==> config.mk <==
export PLATFORM = sky130hd
export DESIGN_NAME = ad4003_multich_sequencer_flat
export DESIGN_NICKNAME = d
export VERILOG_FILES = /design/src/rtl/ad4003_multich_sequencer_if.sv /design/src/rtl/ad4003_multich_sequencer.sv /design/src/flat_wrapper.sv
export SDC_FILE = /design/constraint.sdc
export NUM_CORES = 1
export LEC_CHECK = 0
export BUFFER_PORTS_ARGS = -buffer_cell sky130_fd_sc_hd__buf_2
export CORE_MARGIN = 2
export CORE_UTILIZATION = 30
export DETAILED_ROUTE_END_ITERATION = 12
export GPL_TIMING_DRIVEN = 0
export SLEW_MARGIN = 20
export SYNTH_ARGS = -nofsm -noshare
export SYNTH_HDL_FRONTEND = slang
export SYNTH_SLANG_ARGS = --single-unit
==> constraint.sdc <==
create_clock -name adc_clk -period 3.2 [get_ports adc_clk]
set_input_delay 0.96 -clock adc_clk [delete_from_list [all_inputs] [get_ports adc_clk]]
set_output_delay 0.96 -clock adc_clk [all_outputs]
set_load 0.05 [all_outputs]
==> src/rtl/ad4003_multich_sequencer_if.sv <==
// Shared AD4003 bus (CNV/SCK/SDI fan-out, one SDO lane per ADC) plus the per-frame data stream.
`timescale 1ns/1ps
interface ad4003_multich_sequencer_if #(
    parameter int N_CH   = 4,
    parameter int DATA_W = 18
);
    logic                   cnvst;
    logic                   sck;
    logic                   sdi;
    logic [N_CH-1:0]        adc_sdo;
    logic [N_CH*DATA_W-1:0] data_out;
    logic                   data_valid;

    modport master (output cnvst, sck, sdi, data_out, data_valid, input adc_sdo);
    modport slave  (input cnvst, sck, sdi, data_out, data_valid, output adc_sdo);
endinterface

==> src/rtl/ad4003_multich_sequencer.sv <==
// AD4003 multi-channel sequencer: config write + readback verify, then turbo-mode acquisition.
// seq_state encoding: 0 RESET, 1 CFG_W, 2 CFG_R, 3 ACQ, 4 IDLE.
`timescale 1ns/1ps
module ad4003_multich_sequencer #(
    parameter int          TCQ        = 1,
    parameter int          N_CH       = 4,
    parameter int          DATA_W     = 18,
    parameter int          CYC_LEN    = 80,
    parameter int          CNV_HIGH   = 32,
    parameter int          SAMPLE_DLY = 3,
    parameter logic [15:0] CFG_WORD   = 16'h1402,
    parameter int          CFG_RETRY  = 3
) (
    input  logic                           adc_clk,
    input  logic                           rst_n,
    input  logic                           enable,
    input  logic                           cfg_req,
    ad4003_multich_sequencer_if.master     bus,
    output logic                           cfg_ok,
    output logic                           cfg_err,
    output logic [31:0]                    sample_cnt,
    output logic [2:0]                     seq_state
);
    localparam int          SCK_START = CNV_HIGH + 2;
    localparam int          WIN_END   = SCK_START + 2 * DATA_W;
    localparam int          CAP_FIRST = SCK_START + 1 + SAMPLE_DLY;
    localparam int          CAP_LAST  = WIN_END - 1 + SAMPLE_DLY;
    localparam int          CW        = $clog2(CYC_LEN);
    localparam int          RW        = $clog2(CFG_RETRY + 1);
    localparam logic [15:0] RD_CMD    = 16'h54FF;

    if (CAP_LAST + 1 >= CYC_LEN) begin : g_chk_timing
        $error("ad4003_multich_sequencer: SCK window plus SAMPLE_DLY does not fit in CYC_LEN");
    end
    if (DATA_W < 16) begin : g_chk_width
        $error("ad4003_multich_sequencer: DATA_W must cover the 16-bit register access");
    end
    if (TCQ < 0 || CFG_RETRY < 1) begin : g_chk_misc
        $error("ad4003_multich_sequencer: TCQ must be >= 0 and CFG_RETRY >= 1");
    end

    typedef enum logic [2:0] {
        S_RESET = 3'd0,
        S_CFG_W = 3'd1,
        S_CFG_R = 3'd2,
        S_ACQ   = 3'd3,
        S_IDLE  = 3'd4
    } state_t;

    state_t        state, state_nxt;
    logic [CW-1:0] cyc_cntr, cyc_nxt;
    logic [RW-1:0] retry_cnt, retry_nxt;
    logic          frame_end, req_pend, cfg_match;
    logic          ok_nxt, err_nxt;
    logic          active_n, win_n, cnvst_d, sck_d, sdi_d;
    logic          cap_hit, last_cap;
    logic [15:0]   sdi_word;
    int            pos_n, off_n, pos_c, off_c;

    logic [N_CH-1:0][DATA_W-2:0] shreg, shreg_nxt;
    logic [N_CH*DATA_W-1:0]      word_flat;
    logic [N_CH-1:0]             lane_ok;

    assign frame_end = (cyc_cntr == CW'(CYC_LEN - 1));
    assign cyc_nxt   = frame_end ? '0 : cyc_cntr + 1'b1;
    assign seq_state = state;

    // Outputs are computed from the next counter/state so the registered pins line up with cyc_cntr.
    assign pos_n    = int'(cyc_nxt);
    assign off_n    = pos_n - SCK_START;
    // RESET is held quiet for its frame; the bus only runs once configuration starts.
    assign active_n = (state_nxt == S_CFG_W) || (state_nxt == S_CFG_R) || (state_nxt == S_ACQ);
    assign win_n    = active_n && (pos_n >= SCK_START) && (pos_n < WIN_END);
    assign sdi_word = (state_nxt == S_CFG_W) ? CFG_WORD : RD_CMD;

    assign pos_c    = int'(cyc_cntr);
    assign off_c    = pos_c - CAP_FIRST;
    assign cap_hit  = (pos_c >= CAP_FIRST) && (pos_c <= CAP_LAST) && !off_c[0];
    assign last_cap = (pos_c == CAP_LAST);

    for (genvar i = 0; i < N_CH; i++) begin : g_lane
        logic [DATA_W-1:0] word;
        assign word         = {shreg[i], bus.adc_sdo[i]};
        assign shreg_nxt[i] = word[DATA_W-2:0];
        assign word_flat[i*DATA_W +: DATA_W] = word;
        // Register contents come back in the eight SCK periods following the read command byte.
        assign lane_ok[i]   = (word[DATA_W-9 -: 8] == CFG_WORD[7:0]);
    end

    always_comb begin
        state_nxt = state;
        retry_nxt = retry_cnt;
        ok_nxt    = cfg_ok;
        err_nxt   = cfg_err;
        if (frame_end) begin
            if (req_pend || cfg_req) begin
                state_nxt = S_CFG_W;
                retry_nxt = '0;
                ok_nxt    = 1'b0;
                err_nxt   = 1'b0;
            end else begin
                case (state)
                    S_RESET: state_nxt = S_CFG_W;
                    S_CFG_W: state_nxt = S_CFG_R;
                    S_CFG_R: begin
                        if (cfg_match) begin
                            ok_nxt    = 1'b1;
                            retry_nxt = '0;
                            state_nxt = enable ? S_ACQ : S_IDLE;
                        end else if (retry_cnt == RW'(CFG_RETRY - 1)) begin
                            err_nxt   = 1'b1;
                            retry_nxt = '0;
                            state_nxt = S_IDLE;
                        end else begin
                            retry_nxt = retry_cnt + 1'b1;
                            state_nxt = S_CFG_W;
                        end
                    end
                    S_ACQ:   if (!enable) state_nxt = S_IDLE;
                    S_IDLE:  if (enable && cfg_ok) state_nxt = S_ACQ;
                    default: state_nxt = S_RESET;
                endcase
            end
        end
    end

    always_comb begin
        cnvst_d = 1'b0;
        sck_d   = 1'b0;
        sdi_d   = 1'b1;
        if (active_n && pos_n < CNV_HIGH) cnvst_d = 1'b1;
        if (win_n) begin
            sck_d = off_n[0];
            if (state_nxt != S_ACQ && (off_n >>> 1) < 16)
                sdi_d = sdi_word[4'(15 - (off_n >>> 1))];
        end
    end

    always_ff @(posedge adc_clk) begin
        if (!rst_n) begin
            state     <= S_RESET;
            cyc_cntr  <= '0;
            retry_cnt <= '0;
            cfg_ok    <= 1'b0;
            cfg_err   <= 1'b0;
        end else begin
            state     <= state_nxt;
            cyc_cntr  <= cyc_nxt;
            retry_cnt <= retry_nxt;
            cfg_ok    <= ok_nxt;
            cfg_err   <= err_nxt;
        end
    end

    always_ff @(posedge adc_clk) begin
        if (!rst_n) begin
            req_pend       <= 1'b0;
            cfg_match      <= 1'b0;
            shreg          <= '0;
            bus.cnvst      <= 1'b0;
            bus.sck        <= 1'b0;
            bus.sdi        <= 1'b1;
            bus.data_out   <= '0;
            bus.data_valid <= 1'b0;
            sample_cnt     <= '0;
        end else begin
            req_pend       <= frame_end ? 1'b0 : (req_pend | cfg_req);
            bus.cnvst      <= cnvst_d;
            bus.sck        <= sck_d;
            bus.sdi        <= sdi_d;
            bus.data_valid <= last_cap && (state == S_ACQ);
            if (cap_hit) shreg <= shreg_nxt;
            if (last_cap && state == S_ACQ) begin
                bus.data_out <= word_flat;
                sample_cnt   <= sample_cnt + 32'd1;
            end
            if (last_cap && state == S_CFG_R) cfg_match <= &lane_ok;
        end
    end
endmodule

==> src/flat_wrapper.sv <==
// flat-port wrapper written by rule: the top's interface ports become plain ports
module ad4003_multich_sequencer_flat 
#(
    parameter int          TCQ        = 1,
    parameter int          N_CH       = 4,
    parameter int          DATA_W     = 18,
    parameter int          CYC_LEN    = 80,
    parameter int          CNV_HIGH   = 32,
    parameter int          SAMPLE_DLY = 3,
    parameter logic [15:0] CFG_WORD   = 16'h1402,
    parameter int          CFG_RETRY  = 3
)
  (adc_clk, rst_n, enable, cfg_req, cfg_ok, cfg_err, sample_cnt, seq_state, bus_cnvst, bus_sck, bus_sdi, bus_data_out, bus_data_valid, bus_adc_sdo);
  ad4003_multich_sequencer_if #(.N_CH(N_CH), .DATA_W(DATA_W)) bus_i ();
  input  logic adc_clk;
  input  logic rst_n;
  input  logic enable;
  input  logic cfg_req;
  output logic cfg_ok;
  output logic cfg_err;
  output logic [31:0] sample_cnt;
  output logic [2:0] seq_state;
  output wire logic [$bits(bus_i.cnvst)-1:0] bus_cnvst;
  output wire logic [$bits(bus_i.sck)-1:0] bus_sck;
  output wire logic [$bits(bus_i.sdi)-1:0] bus_sdi;
  output wire logic [$bits(bus_i.data_out)-1:0] bus_data_out;
  output wire logic [$bits(bus_i.data_valid)-1:0] bus_data_valid;
  input wire logic [$bits(bus_i.adc_sdo)-1:0] bus_adc_sdo;
  assign bus_cnvst = bus_i.cnvst;
  assign bus_sck = bus_i.sck;
  assign bus_sdi = bus_i.sdi;
  assign bus_data_out = bus_i.data_out;
  assign bus_data_valid = bus_i.data_valid;
  assign bus_i.adc_sdo = bus_adc_sdo;
  ad4003_multich_sequencer #(.TCQ(TCQ), .N_CH(N_CH), .DATA_W(DATA_W), .CYC_LEN(CYC_LEN), .CNV_HIGH(CNV_HIGH), .SAMPLE_DLY(SAMPLE_DLY), .CFG_WORD(CFG_WORD), .CFG_RETRY(CFG_RETRY)) u_core (.adc_clk(adc_clk), .rst_n(rst_n), .enable(enable), .cfg_req(cfg_req), .bus(bus_i), .cfg_ok(cfg_ok), .cfg_err(cfg_err), .sample_cnt(sample_cnt), .seq_state(seq_state));
endmodule
==> flow_summary.toml <==
[yosys]
synth_compound_gate_area_share = 0.1365
synth_adder_area_share = 0.01166
post_synth_edffs = 0
synth_mux_area_frac = 0
synthesis.instances = 935
synth.yosys.warnings = 0
postSynth.topFlopCell = "sky130_fd_sc_hd__dfxtp_1"
synth_nets = 950
syn-mean-instance-area_um2 = 8.030
fraction_of_synthesized_cell_area_in_xor_and_xnor_cells = 0.03616
synth_simple_gate_area_share = 0.2691
synth_top_family_by_area = "simple AND/OR/NAND/NOR gates"
ys_seq_elements = 192
synth.yosys.seq_area_share = 0.5119
synth_area_um2 = 7508
async_sr_flop_fraction = 0
synth_cell_types = 56

[clock_tree]
clk_transition_reported_paths_ns = 0.08
tritoncts_clock_tree = "yes"
clock_tree.htree_level_count = 4
ctsResizeCount = 0
clock_latency_ns = 0.43
clock_tree.root_cell = "sky130_fd_sc_hd__clkbuf_16"
cts_buffers = 17
clock_path_buffers = 2
hold_buffers = 0
postCtsSetupRepairBufs = 0
cts.sink_count = 192

[placed_design]
post-dp-hpwl_mm = 14.06
numPlacedInstances = 1379
finalWeightedCongestion = 0.8139
port_buffers = 120

[floorplan]
start_util = 0.3069
core_region_area_um2 = 24460
num_io_pins = 121
fp.dieW_um = 162.2
die_area_um2 = 26310
floorplan.rows = 57
chip_height_um = 162.2

[timing]
grt_setup_unrepaired = "false"
slew_headroom = 0.4523
fin_setup_tns_ns = 0
finish_stage_setup_viols = 0
final_min_period_over_clock_period = 0.7818
largest_clock_skew_in_the_final_design_ns = 0.01383
timing_max_transition_violations_final = 0
finalWorstPathRequiredPeriod_ns = 2.502
report.final.hold_viol_count = 0
worst-slew-pin-transition_ns = 0.8216
maxClockFrequency_mhz = 399.7

[setup_path]
reg2reg_setup_slack_ns = 0.70
setup.worst_path.start = "u_core.cyc_cntr[0]"
critical_path.reg2reg.startpoint = "u_core.cyc_cntr[0]"
worst-endpoint-required_ns = 3.55
ff2ff_path_depth = 11
critical_path.max_fanout = 10
path_class = "reg2reg"
worst_setup_start_kind = "flip-flop"
r2r_end = "u_core.g_lane[2].word[16]"
setup.worst_path.end = "u_core.g_lane[2].word[16]"
worst_setup_path_end_kind = "flip-flop"
worstPathArrival_ns = 2.86

[pwr]
ir_drop_v = 0.0002978
cellPowerDensity_nw_per_um2 = 508.2
power.leakage_nw = 3.454

[finish]
layout_commonest_cell = "sky130_fd_sc_hd__nand2_1"
layout_common_cells = "309 x sky130_fd_sc_hd__nand2_1, 192 x sky130_fd_sc_hd__dfxtp_1, 161 x sky130_fd_sc_hd__a21oi_1"
final_core_utilization = 0.3714
footprint_of_the_multi_input_gates_um2 = 3405
areaGrowthSynthToFinish_pct = 21.01
antennaDiodeCount = 0
final_cell_count_no_fill = 1410
ff_latch_area_um2 = 3844
nNetsFinal = 1089
drive_gt1_frac = 0.1611
layout.filler_cells = 2583

[outcome]
run_status = "completed"

[detailed_routing]
detail_routed_net_length_per_standard_cell_um = 13.91
detailroute.wirelength.met2_mm = 8.981
detailedRoute.firstPassIterationCount = 7
via_count = 6532
route.detailed.vias_per_inst = 4.633
met3_length_mm = 1.096
drc = 0
dr.first_iter.drc_count = 393
detail_route.wirelength.met1_mm = 9.392
route.antenna.remaining_nets = 0
routed_wirelength_mm = 19.61
highest-signal-layer = "met4"

[global_route]
grt_util_all_layers = 0.1494
grt_start_max_net_pins = 17
grt_first_pass_wirelength_mm = 31.42
globalRoute.totalOverflow = 0
first_global_vias = 6092
antenna_found_initial = 0

[run]
drv_cap = 0

[hold_path]
hp-class = "reg2reg"
hp-start = "u_core.bus.data_out[66]"
## through the flow
| stage | cell area [um^2] | power (mW) | setup slack (ns) | hold WS (ns) |
|---|---|---|---|---|
| 2_1_floorplan | 7508 | 2.544 | 0.9288 | 0.4366 |
| 3_3_place_gp | 8514 | 2.587 | 0.3840 | 0.4356 |
| 3_5_place_dp | 8514 | 2.589 | 0.3846 | 0.4411 |
| 4_1_cts | 9086 | 4.672 | 0.6681 | 0.4509 |
| 5_1_grt | 9086 | 4.784 | 0.4528 | 0.4648 |
| 6_report | 9086 | 4.617 | 0.6982 | 0.4501 |
## synth_stat cells, types with 4 or more instances
master / count / area, um^2
sky130_fd_sc_hd__a21oi_1: 161 / 805.8
sky130_fd_sc_hd__and2_1: 4 / 25.02
sky130_fd_sc_hd__and3_1: 9 / 56.30
sky130_fd_sc_hd__and4_1: 4 / 35.03
sky130_fd_sc_hd__buf_2: 10 / 50.05
sky130_fd_sc_hd__clkbuf_1: 43 / 161.4
sky130_fd_sc_hd__dfxtp_1: 192 / 3844
sky130_fd_sc_hd__ha_1: 7 / 87.58
sky130_fd_sc_hd__inv_1: 7 / 26.28
sky130_fd_sc_hd__nand2_1: 309 / 1160
sky130_fd_sc_hd__nand2b_1: 4 / 25.02
sky130_fd_sc_hd__nand3_1: 9 / 45.04
sky130_fd_sc_hd__nand4_1: 10 / 62.56
sky130_fd_sc_hd__nor2_1: 46 / 172.7
sky130_fd_sc_hd__nor2b_1: 4 / 25.02
sky130_fd_sc_hd__nor3b_1: 4 / 30.03
sky130_fd_sc_hd__nor4_1: 5 / 31.28
sky130_fd_sc_hd__nor4b_1: 5 / 43.79
sky130_fd_sc_hd__o21ai_0: 8 / 40.04
sky130_fd_sc_hd__o21ai_1: 7 / 35.03
sky130_fd_sc_hd__or3_1: 9 / 56.30
sky130_fd_sc_hd__xnor2_1: 7 / 61.31
sky130_fd_sc_hd__xor2_1: 24 / 210.2
## worst min path at each step
stage / endpoint / slack, ns / cells past startpoint
2_1_floorplan: u_core.bus.data_out[17] / 0.44 / 2
3_3_place_gp: u_core.bus.data_out[27] / 0.44 / 2
4_1_cts: u_core.bus.data_out[16] / 0.45 / 2
6_report: u_core.bus.data_out[66] / 0.45 / 2
5_1_grt: u_core.bus.data_out[17] / 0.46 / 2
3_5_place_dp: u_core.bus.data_out[30] / 0.44 / 2
## sequential cells by signal (all words and copies together) (netlist names)
signal	count
u_core.g_lane.word	68
u_core.bus.sck	1
u_core.cyc_cntr	7
u_core.seq_state	3
u_core.cfg_err	1
u_core.cfg_ok	1
u_core.retry_cnt	2
u_core.bus.data_out	72
u_core.req_pend	1
u_core.bus.sdi	1
u_core.cfg_match	1
u_core.bus.data_valid	1
u_core.sample_cnt	32
u_core.bus.cnvst	1
## power breakdown
| part | switching (mW) | internal, mW | total (mW) |
|---|---|---|---|
| Combinational | 0.0949 | 0.0393 | 0.134 |
| Clock | 0.940 | 1.14 | 2.08 |
| Sequential | 0.00764 | 2.39 | 2.40 |
| Total | 1.04 | 3.57 | 4.62 |
## routing by layer
layer | GRT usage | vias up
met1 | 0.1982 | 2997
met4 | 0.03379 | 0
met2 | 0.2441 | 137
met3 | 0.03907 | 11
li1 | - | 3387
met5 | 0 | -
## critical path, stage by stage, from the launching register on
cell	delay (ns)
sky130_fd_sc_hd__dfxtp_1	0.51
sky130_fd_sc_hd__inv_1	0.10
sky130_fd_sc_hd__ha_1	0.20
sky130_fd_sc_hd__o21ai_0	0.18
sky130_fd_sc_hd__a21oi_1	0.09
sky130_fd_sc_hd__a21oi_1	0.18
sky130_fd_sc_hd__or2_1	0.12
sky130_fd_sc_hd__clkbuf_1	0.23
sky130_fd_sc_hd__buf_2	0.31
sky130_fd_sc_hd__buf_2	0.27
sky130_fd_sc_hd__nand2_1	0.08
sky130_fd_sc_hd__a21oi_1	0.15
## cell type report
type / instances / share of cell area
timing repair buffer: 120 / 0.06610
inverter: 7 / 0.002892
multi-input combinational: 679 / 0.3747
clock inverter: 10 / 0.01115
sequential: 192 / 0.4230
buffer: 57 / 0.02575
tap: 324 / 0.04462
clock buffer: 21 / 0.05178
## cell families (layout without fill, tap and decap cells)
kind of cell | after synthesis | count (layout)
xor+xnor | 31 | 31
fa+ha+maj | 7 | 7
simple gates | 446 | 446
buf+inv | 64 | 215
compound gates | 195 | 195
flops | 192 | 192
Power figures use the tool's default switching activity.
